===== config.mk =====
export PLATFORM = sky130hd
export DESIGN_NAME = uart_tx_serializer
export DESIGN_NICKNAME = d
export VERILOG_FILES = /design/src/rtl/uart_tx_serializer.sv
export SDC_FILE = /design/constraint.sdc
export NUM_CORES = 1
export LEC_CHECK = 0
export BUFFER_PORTS_ARGS = -buffer_cell sky130_fd_sc_hd__clkbuf_2
export CORE_MARGIN = 1.5
export CORE_UTILIZATION = 35
export CTS_CLUSTER_SIZE = 16
export DETAILED_ROUTE_END_ITERATION = 10
export GPL_TIMING_DRIVEN = 0
export PLACE_DENSITY = 0.55
export SLEW_MARGIN = 25
export SYNTH_ARGS = -nofsm -noshare
export SYNTH_HDL_FRONTEND = slang
export SYNTH_SLANG_ARGS = --single-unit

===== constraint.sdc =====
create_clock -name clk -period 2.45 [get_ports clk]
set_clock_uncertainty 0.15 [all_clocks]
set_input_delay 0.245 -clock clk [delete_from_list [all_inputs] [get_ports clk]]
set_output_delay 0.245 -clock clk [all_outputs]
set_load 0.1 [all_outputs]

===== src/rtl/uart_tx_serializer.sv =====
// uart_tx_serializer: pops bytes from an upstream synchronous FIFO and sends
// them as 8N1/8N2 UART frames, LSB first, one bit every baud_div+1 clocks.
// Optional parity state is built only when UART_TX_PARITY_EN is defined.
// state_dbg exposes the FSM state encoding for observation.
//
// FIFO pop handshake: fifo_rd_en is a single-cycle strobe, asserted only
// while fifo_empty=0; the head word fifo_rd_data is consumed on the same
// rising edge where fifo_rd_en=1.
module uart_tx_serializer #(
  parameter int DIV_W = 16
) (
  input  logic             clk,
  input  logic             reset,
  input  logic             tx_en,
  input  logic [DIV_W-1:0] baud_div,
  input  logic             cfg_stop2,
  input  logic             cfg_par_en,
  input  logic             cfg_par_odd,
  input  logic             fifo_empty,
  input  logic [7:0]       fifo_rd_data,
  output logic             fifo_rd_en,
  output logic             txd,
  output logic             tx_busy,
  output logic [2:0]       state_dbg
);

  typedef enum logic [2:0] {
    IDLE   = 3'd0,
    START  = 3'd1,
    DATA   = 3'd2,
    PARITY = 3'd3,
    STOP1  = 3'd4,
    STOP2  = 3'd5
  } state_t;

  state_t           state, state_nx;
  logic [DIV_W-1:0] timer;
  logic [DIV_W-1:0] div_q;
  logic [2:0]       bit_idx;
  logic [7:0]       shreg;
  logic             stop2_q;
  logic             bit_end;
  logic             can_pop;
  logic             pop;

`ifdef UART_TX_PARITY_EN
  logic par_en_q;
  logic par_bit_q;
`else
  logic unused_par_cfg;
  assign unused_par_cfg = cfg_par_en ^ cfg_par_odd;
`endif

  // A bit ends on the cycle its timer has counted down to zero.
  assign bit_end = (timer == '0);
  // Reset gates the pop so no byte is consumed while the block is held.
  assign can_pop = tx_en && !fifo_empty && !reset;

  assign fifo_rd_en = pop;
  assign tx_busy    = (state != IDLE);
  assign state_dbg  = state;

  // State register.
  always_ff @(posedge clk) begin
    if (reset) state <= IDLE;
    else       state <= state_nx;
  end

  // Next-state decode, line level and pop strobe.
  always_comb begin
    state_nx = state;
    pop      = 1'b0;
    txd      = 1'b1;
    case (state)
      IDLE: begin
        if (can_pop) begin
          pop      = 1'b1;
          state_nx = START;
        end
      end
      START: begin
        txd = 1'b0;
        if (bit_end) state_nx = DATA;
      end
      DATA: begin
        txd = shreg[0];
        if (bit_end && bit_idx == 3'd7) begin
`ifdef UART_TX_PARITY_EN
          state_nx = par_en_q ? PARITY : STOP1;
`else
          state_nx = STOP1;
`endif
        end
      end
`ifdef UART_TX_PARITY_EN
      PARITY: begin
        txd = par_bit_q;
        if (bit_end) state_nx = STOP1;
      end
`endif
      STOP1, STOP2: begin
        if (bit_end) begin
          if (state == STOP1 && stop2_q) begin
            state_nx = STOP2;
          end else if (can_pop) begin
            // Back-to-back frame: pop on the last stop cycle, no idle gap.
            pop      = 1'b1;
            state_nx = START;
          end else begin
            state_nx = IDLE;
          end
        end
      end
      default: state_nx = IDLE;
    endcase
  end

  // Datapath: capture byte and frame config on pop, run bit timer, shift data.
  always_ff @(posedge clk) begin
    if (reset) begin
      timer   <= '0;
      div_q   <= '0;
      bit_idx <= 3'd0;
      shreg   <= 8'h00;
      stop2_q <= 1'b0;
`ifdef UART_TX_PARITY_EN
      par_en_q  <= 1'b0;
      par_bit_q <= 1'b0;
`endif
    end else if (pop) begin
      shreg   <= fifo_rd_data;
      div_q   <= baud_div;
      timer   <= baud_div;
      bit_idx <= 3'd0;
      stop2_q <= cfg_stop2;
`ifdef UART_TX_PARITY_EN
      par_en_q  <= cfg_par_en;
      par_bit_q <= (^fifo_rd_data) ^ cfg_par_odd;
`endif
    end else if (state != IDLE) begin
      if (bit_end) begin
        timer <= div_q;
        if (state == DATA) begin
          shreg   <= {1'b0, shreg[7:1]};
          bit_idx <= bit_idx + 3'd1;
        end
      end else begin
        timer <= timer - DIV_W'(1);
      end
    end
  end

endmodule


* Yosys cells after proc, flatten, opt, wreduce, memory -nomap -nowiden
Index checks and enable logic that the tools add are counted.
Word-level totals: register bits 47, word-level logic and storage cells 53, output and inout port bits 6, input port bits 31
Cells by class: mux-type cells 19, $add $sub $neg 2, reduce and logical (&&, ||, !) cells 17, equal/unequal tests 9
Operators by type and width (count):
- $mux W16 | 3
- $mux W8 | 4
- $logic_not A16 Y1 | 1
- $sub A16 B1 Y16 const B | 1
- $mux W3 | 5
- $pmux W3 S4 | 1
- $eq A3 B3 Y1 const B | 3
- $ne A2 B2 Y1 const B | 4
- $reduce_and A3 Y1 | 2
- $reduce_bool A2 Y1 | 3
- $logic_and A1 B1 Y1 | 4
- $mux W1 | 4
- $pmux W1 S2 | 2
- $reduce_and A4 Y1 | 1
- $reduce_or A2 Y1 | 2
- $add A3 B1 Y3 const B | 1
- $eq A3 B1 Y1 const B | 1
- $eq A3 B2 Y1 const B | 1
- $logic_not A3 Y1 | 1
- $reduce_bool A3 Y1 | 1
- $logic_not A1 Y1 | 2

* Longest topological paths before layout
depth in word-level cells 9, mapped depth 10, mapped depth without buffers 10

* Worst setup path after synthesis
OpenSTA, ideal clock, no wires.
path type flip-flop to flip-flop, start register state[0], in the netlist state_dbg[0], end register div_q[10], data required time 2.177 ns, path buffers 1, period minus slack after synthesis 3.187 ns, path slack -0.737 ns, cell stages (with the launch flop) 9, setup time 0.123 ns, arrival time 2.914 ns, cells stage by stage dfxtp_1 nor3_1 inv_1 nor2_1 a21oi_2 clkinv_2 buf_2 nand2_1 o21ai_0
On the way: longest elaborated chain between the ends 5, elaborated cells on any way between the ends 8, those cells by class eq/ne (2); mux (3); reduce/logical (3)
RTL lines:
- start: declaration | line 36 | state_t state, state_nx;
- start signal: assignment | line 66 | else state <= state_nx;
- $eq A3 B3 Y1 | line 74, 103
- $logic_and A1 B1 Y1 | line 103 | if (state == STOP1 && stop2_q) begin
- $mux W1 | line 103
- $mux W1 | line 102 | if (bit_end) begin
- $pmux W1 S2 (*) | line 74 | case (state)
- via fifo_rd_en | line 21 | output logic fifo_rd_en,
- end signal: assignment | line 132 | div_q <= baud_div;
- end: declaration | line 38 | logic [DIV_W-1:0] div_q;
Mark *: on every way through the listed nets, which the timed path passes. The rest lies on a longest branch. A chain may end at the register's enable or synchronous reset.

* Worst setup path after layout
start register timer[1], end output port fifo_rd_en
On the way: longest elaborated chain between the ends 3
RTL lines:
- start: declaration | line 37 | logic [DIV_W-1:0] timer;
- start signal: assignment | line 133 | timer <= baud_div;
- start signal: assignment | line 142 | timer <= div_q;
- start signal: assignment | line 148 | timer <= timer - DIV_W'(1);
- $logic_not A16 Y1 | line 55 | assign bit_end = (timer == '0);
- $mux W1 | line 102
- $pmux W1 S2 | line 74
- end: declaration | line 21
No other way between the ends.

==> metrics.log <==
INFO  metric outcome = complete, no violations
INFO  metric number_of_buffers_on_the_longest_clock_path = 2
INFO  metric route.met2.wl = 3061 um
INFO  metric latest_clock_arrival_within_the_worst_skew_pair = 0.30 ns
INFO  metric place.detailed.instances = 402
INFO  metric setup_total_negative_slack = 0 ns
INFO  metric combPwrFrac = 0.281
INFO  metric ir_worst_vdd = 244.8 uV
INFO  metric max_cap_viol = 0
INFO  metric drt-met1-wl = 3391 um
INFO  metric first_iter_violations = roughly 220
INFO  metric clock_sink_count = 47
INFO  metric power_switching = 0.6351 mW
INFO  metric kind_of_capture_point_of_the_worst_setup_path = output port
INFO  metric power_density = approximately 630 nW/um^2
INFO  metric power.share.clock = 0.253
INFO  metric period_share = 0.9895
INFO  metric leakagePower = about 1.1 nW
INFO  metric finalHoldWorstSlack = 0.001554 ns
INFO  metric grtUsageTotal = 0.1956
INFO  metric crit_path_max_incr_delay = 0.34 ns
INFO  metric route.final.wire_length = 6884 um
INFO  metric dieArea = around 7400 sq um
INFO  metric chipWidth = 86.26 um
INFO  metric top_layer = met4
INFO  metric post_drt_via_cell_ratio = around 5.5
INFO  metric startpoint_type = flip-flop
INFO  metric most_common_library_cell_in_the_layout_ignoring_fill_and_taps = dfxtp_1
INFO  metric timing.final.setup_violations = 0
INFO  metric hold_class = input port to flip-flop
INFO  metric mean_cell_area_of_the_mapped_netlist = roughly 8.4 sq um
INFO  metric drt-pass1-iter-count = 4
INFO  metric ant_nets = 0
INFO  metric die_height = about 86 um
INFO  metric totalPowerFinal = 1.872 mW
INFO  metric tightestPinTransition = slightly above 0.6 ns
INFO  metric finalHoldViolations = 0
INFO  metric timing.setup.critical_path_class = flip-flop to output port
INFO  metric first_global_vias = 2214
INFO  metric synth.ff_latch_count = between 40 and 50
INFO  metric max_clock_freq = 412.5 MHz
INFO  metric post_route_cells_drive_above_1_share = 0.2669
INFO  metric globalRouteOverflowTotal = 0
INFO  metric instances_no_fill = 421
INFO  metric synth_cell_types = 54
INFO  metric power.share.sequential = 0.466
INFO  metric cts_tree = yes
INFO  metric route.vias.total = 2296
INFO  metric maxSlewHeadroom = 0.5904
INFO  metric clk_transition_reported_paths = 0.10 ns
INFO  metric syn_inst = slightly below 300
INFO  metric area_growth_syn_to_layout = 22.28%
INFO  metric synth-warning-count = 0
INFO  metric grt_max_degree = 15
INFO  metric min_period = 2.424 ns
INFO  metric dp_hpwl = 4793 um
INFO  metric cell_internal_pwr = 1.237 mW
INFO  metric synth_area = 2426 sq um
INFO  metric worst_ep_arrival_time = between 2 and 2.5 ns
INFO  metric power.switching_fraction = 0.3392
INFO  metric numCtsBuffers = 5
INFO  metric port_buffers = 33
INFO  metric boundaryPins = 37
INFO  metric initial_antenna_violation_count = 0
INFO  metric ys_seq_area_frac = 0.3878
INFO  metric placementRows = 30
INFO  metric diodes = 0
INFO  metric core_region_area = 6756 sq um
INFO  metric met3RoutedLength = 355 um
INFO  metric drc = 0
INFO  metric start_util = 0.3591
INFO  metric design.final.nets = 374
INFO  metric critical_path_peak_fanout = 3
INFO  metric synth_nets = 323
INFO  metric root_driver = clkbuf_8
INFO  metric crit_path_cell_trace = inv_2, ha_4, nor4b_4, nand2_2, nor4_4, a21oi_2, clkinv_2, buf_8, clkbuf_16
INFO  metric layout.core_utilization = 0.4391
INFO  metric maxSlewViolCount = 0
INFO  metric worst_path_max_delay_cell = dfxtp_2
INFO  metric wl_per_cell = 16.35 um
INFO  metric gp_routability_congestion = about 0.89
INFO  metric final_cell_mix = dfxtp_1, nand2_1, clkbuf_2, nor2_1, a21oi_1
INFO  metric grt_setup_unrepaired = yes
INFO  metric cts_max_level = 2
INFO  metric grt_pass1_wl = 11340 um
INFO  metric critical_path_required = 2.06 ns
[path summary, 6_finish.rpt]
kind          startpoint    endpoint  slack [ns]  cells after the start
max reg2reg     timer[0]    timer[9]        0.13                      7
max             timer[1]  fifo_rd_en        0.03                      9
min          baud_div[6]    div_q[6]       0.002                      3
min reg2reg     div_q[0]    div_q[0]        0.31                      2
[per-layer routing]
layer,vias to the layer above,global-route usage
li1,1158,-
met1,1085,0.2780
met2,47,0.3006
met3,6,0.04095
met4,0,0.05425
met5,-,0
[flip-flops by register name, indices dropped and copies added (netlist names)]
name and cells:
shreg 8, state_dbg 3, div_q 16, stop2_q 1
timer 16, bit_idx 3
[synth_stat cells, drive strengths merged]
library cell | count | share of area
a2111oi | 2 | 0.0072
a211o | 1 | 0.0036
a211oi | 4 | 0.021
a21boi | 1 | 0.0031
a21oi | 23 | 0.049
a221oi | 1 | 0.0036
a22o | 6 | 0.022
a22oi | 6 | 0.019
a31oi | 5 | 0.013
and3 | 1 | 0.0026
and4 | 1 | 0.0036
buf | 8 | 0.025
clkbuf | 8 | 0.012
clkinv | 1 | 0.0021
dfxtp | 47 | 0.39
ha | 3 | 0.015
inv | 5 | 0.0077
mux2 | 1 | 0.0046
mux2i | 6 | 0.025
nand2 | 38 | 0.060
nand2b | 3 | 0.0077
nand3 | 2 | 0.0041
nand4 | 4 | 0.010
nor2 | 29 | 0.045
nor2b | 2 | 0.0052
nor3 | 15 | 0.033
nor3b | 4 | 0.016
nor4 | 5 | 0.019
nor4b | 2 | 0.0098
o21a | 1 | 0.0031
o21ai | 20 | 0.041
o21bai | 1 | 0.0031
o221ai | 9 | 0.038
o22a | 1 | 0.0036
o22ai | 1 | 0.0026
o41ai | 1 | 0.0036
or2 | 1 | 0.0026
or2b | 1 | 0.0031
or3 | 7 | 0.018
or3b | 2 | 0.0072
or4 | 1 | 0.0046
xnor2 | 3 | 0.011
xor2 | 6 | 0.022
[timing repair]
item,4_1_cts,5_1_grt
hold buffers,0,0
setup endpoints to repair,44,12
resized for setup,13,8
cloned,0,0
buffers inserted,6,5
pin swaps,3,4
[power by group through the flow]
stage / combinational, mW / sequential, mW / clock [mW]
global placement: 0.464 / 0.885 / 0
CTS: 0.508 / 0.871 / 0.485
finish: 0.526 / 0.872 / 0.474
detailed placement: 0.465 / 0.885 / 0
floorplan: 0.344 / 0.881 / 0
global route: 0.577 / 0.882 / 0.516
[area by class of cell]
cell class / instances / area (sq um)
fillers: 719 / 3790
multi-input cells: 220 / 1428
flip-flops and latches: 47 / 947.2
repair buffers: 44 / 267.8
plain buffers: 16 / 111.4
well taps: 80 / 100.1
clock buffers: 6 / 72.57
inverters: 6 / 27.53
clock inverters: 2 / 12.51
[per-stage QoR]
| stage | instance area (sq um) | setup slack (ns) |
|---|---|---|
| detailed placement | 2723 | -0.6426 |
| finish | 2967 | 0.02570 |
| floorplan | 2457 | -0.06395 |
| CTS | 2919 | -0.001565 |
| global route | 2967 | -0.08767 |
| global placement | 2723 | -0.6714 |
[cells by family (layout without fill, tap and decap cells)]
logic type	Yosys count	in the layout	share of synthesized area
and+or+nand+nor	118	118	0.2522
AOI/OAI and AO/OA	83	83	0.2352
DFF	47	47	0.3878
buffers and inverters	22	74	0.04745
xor gates and xnor gates	9	9	0.03249
muxes	7	7	0.02940
adders and majority gates	3	3	0.01547
[worst max-delay path, delay by kind of cell (launching register included)]
kind / cells / cell delay (ns)
buf+inv: 4 / 0.47
compound gates: 1 / 0.11
simple gates: 3 / 0.68
fa+ha+maj: 1 / 0.14
flops: 1 / 0.34
Note: power is estimated with default switching activity, not from simulation.
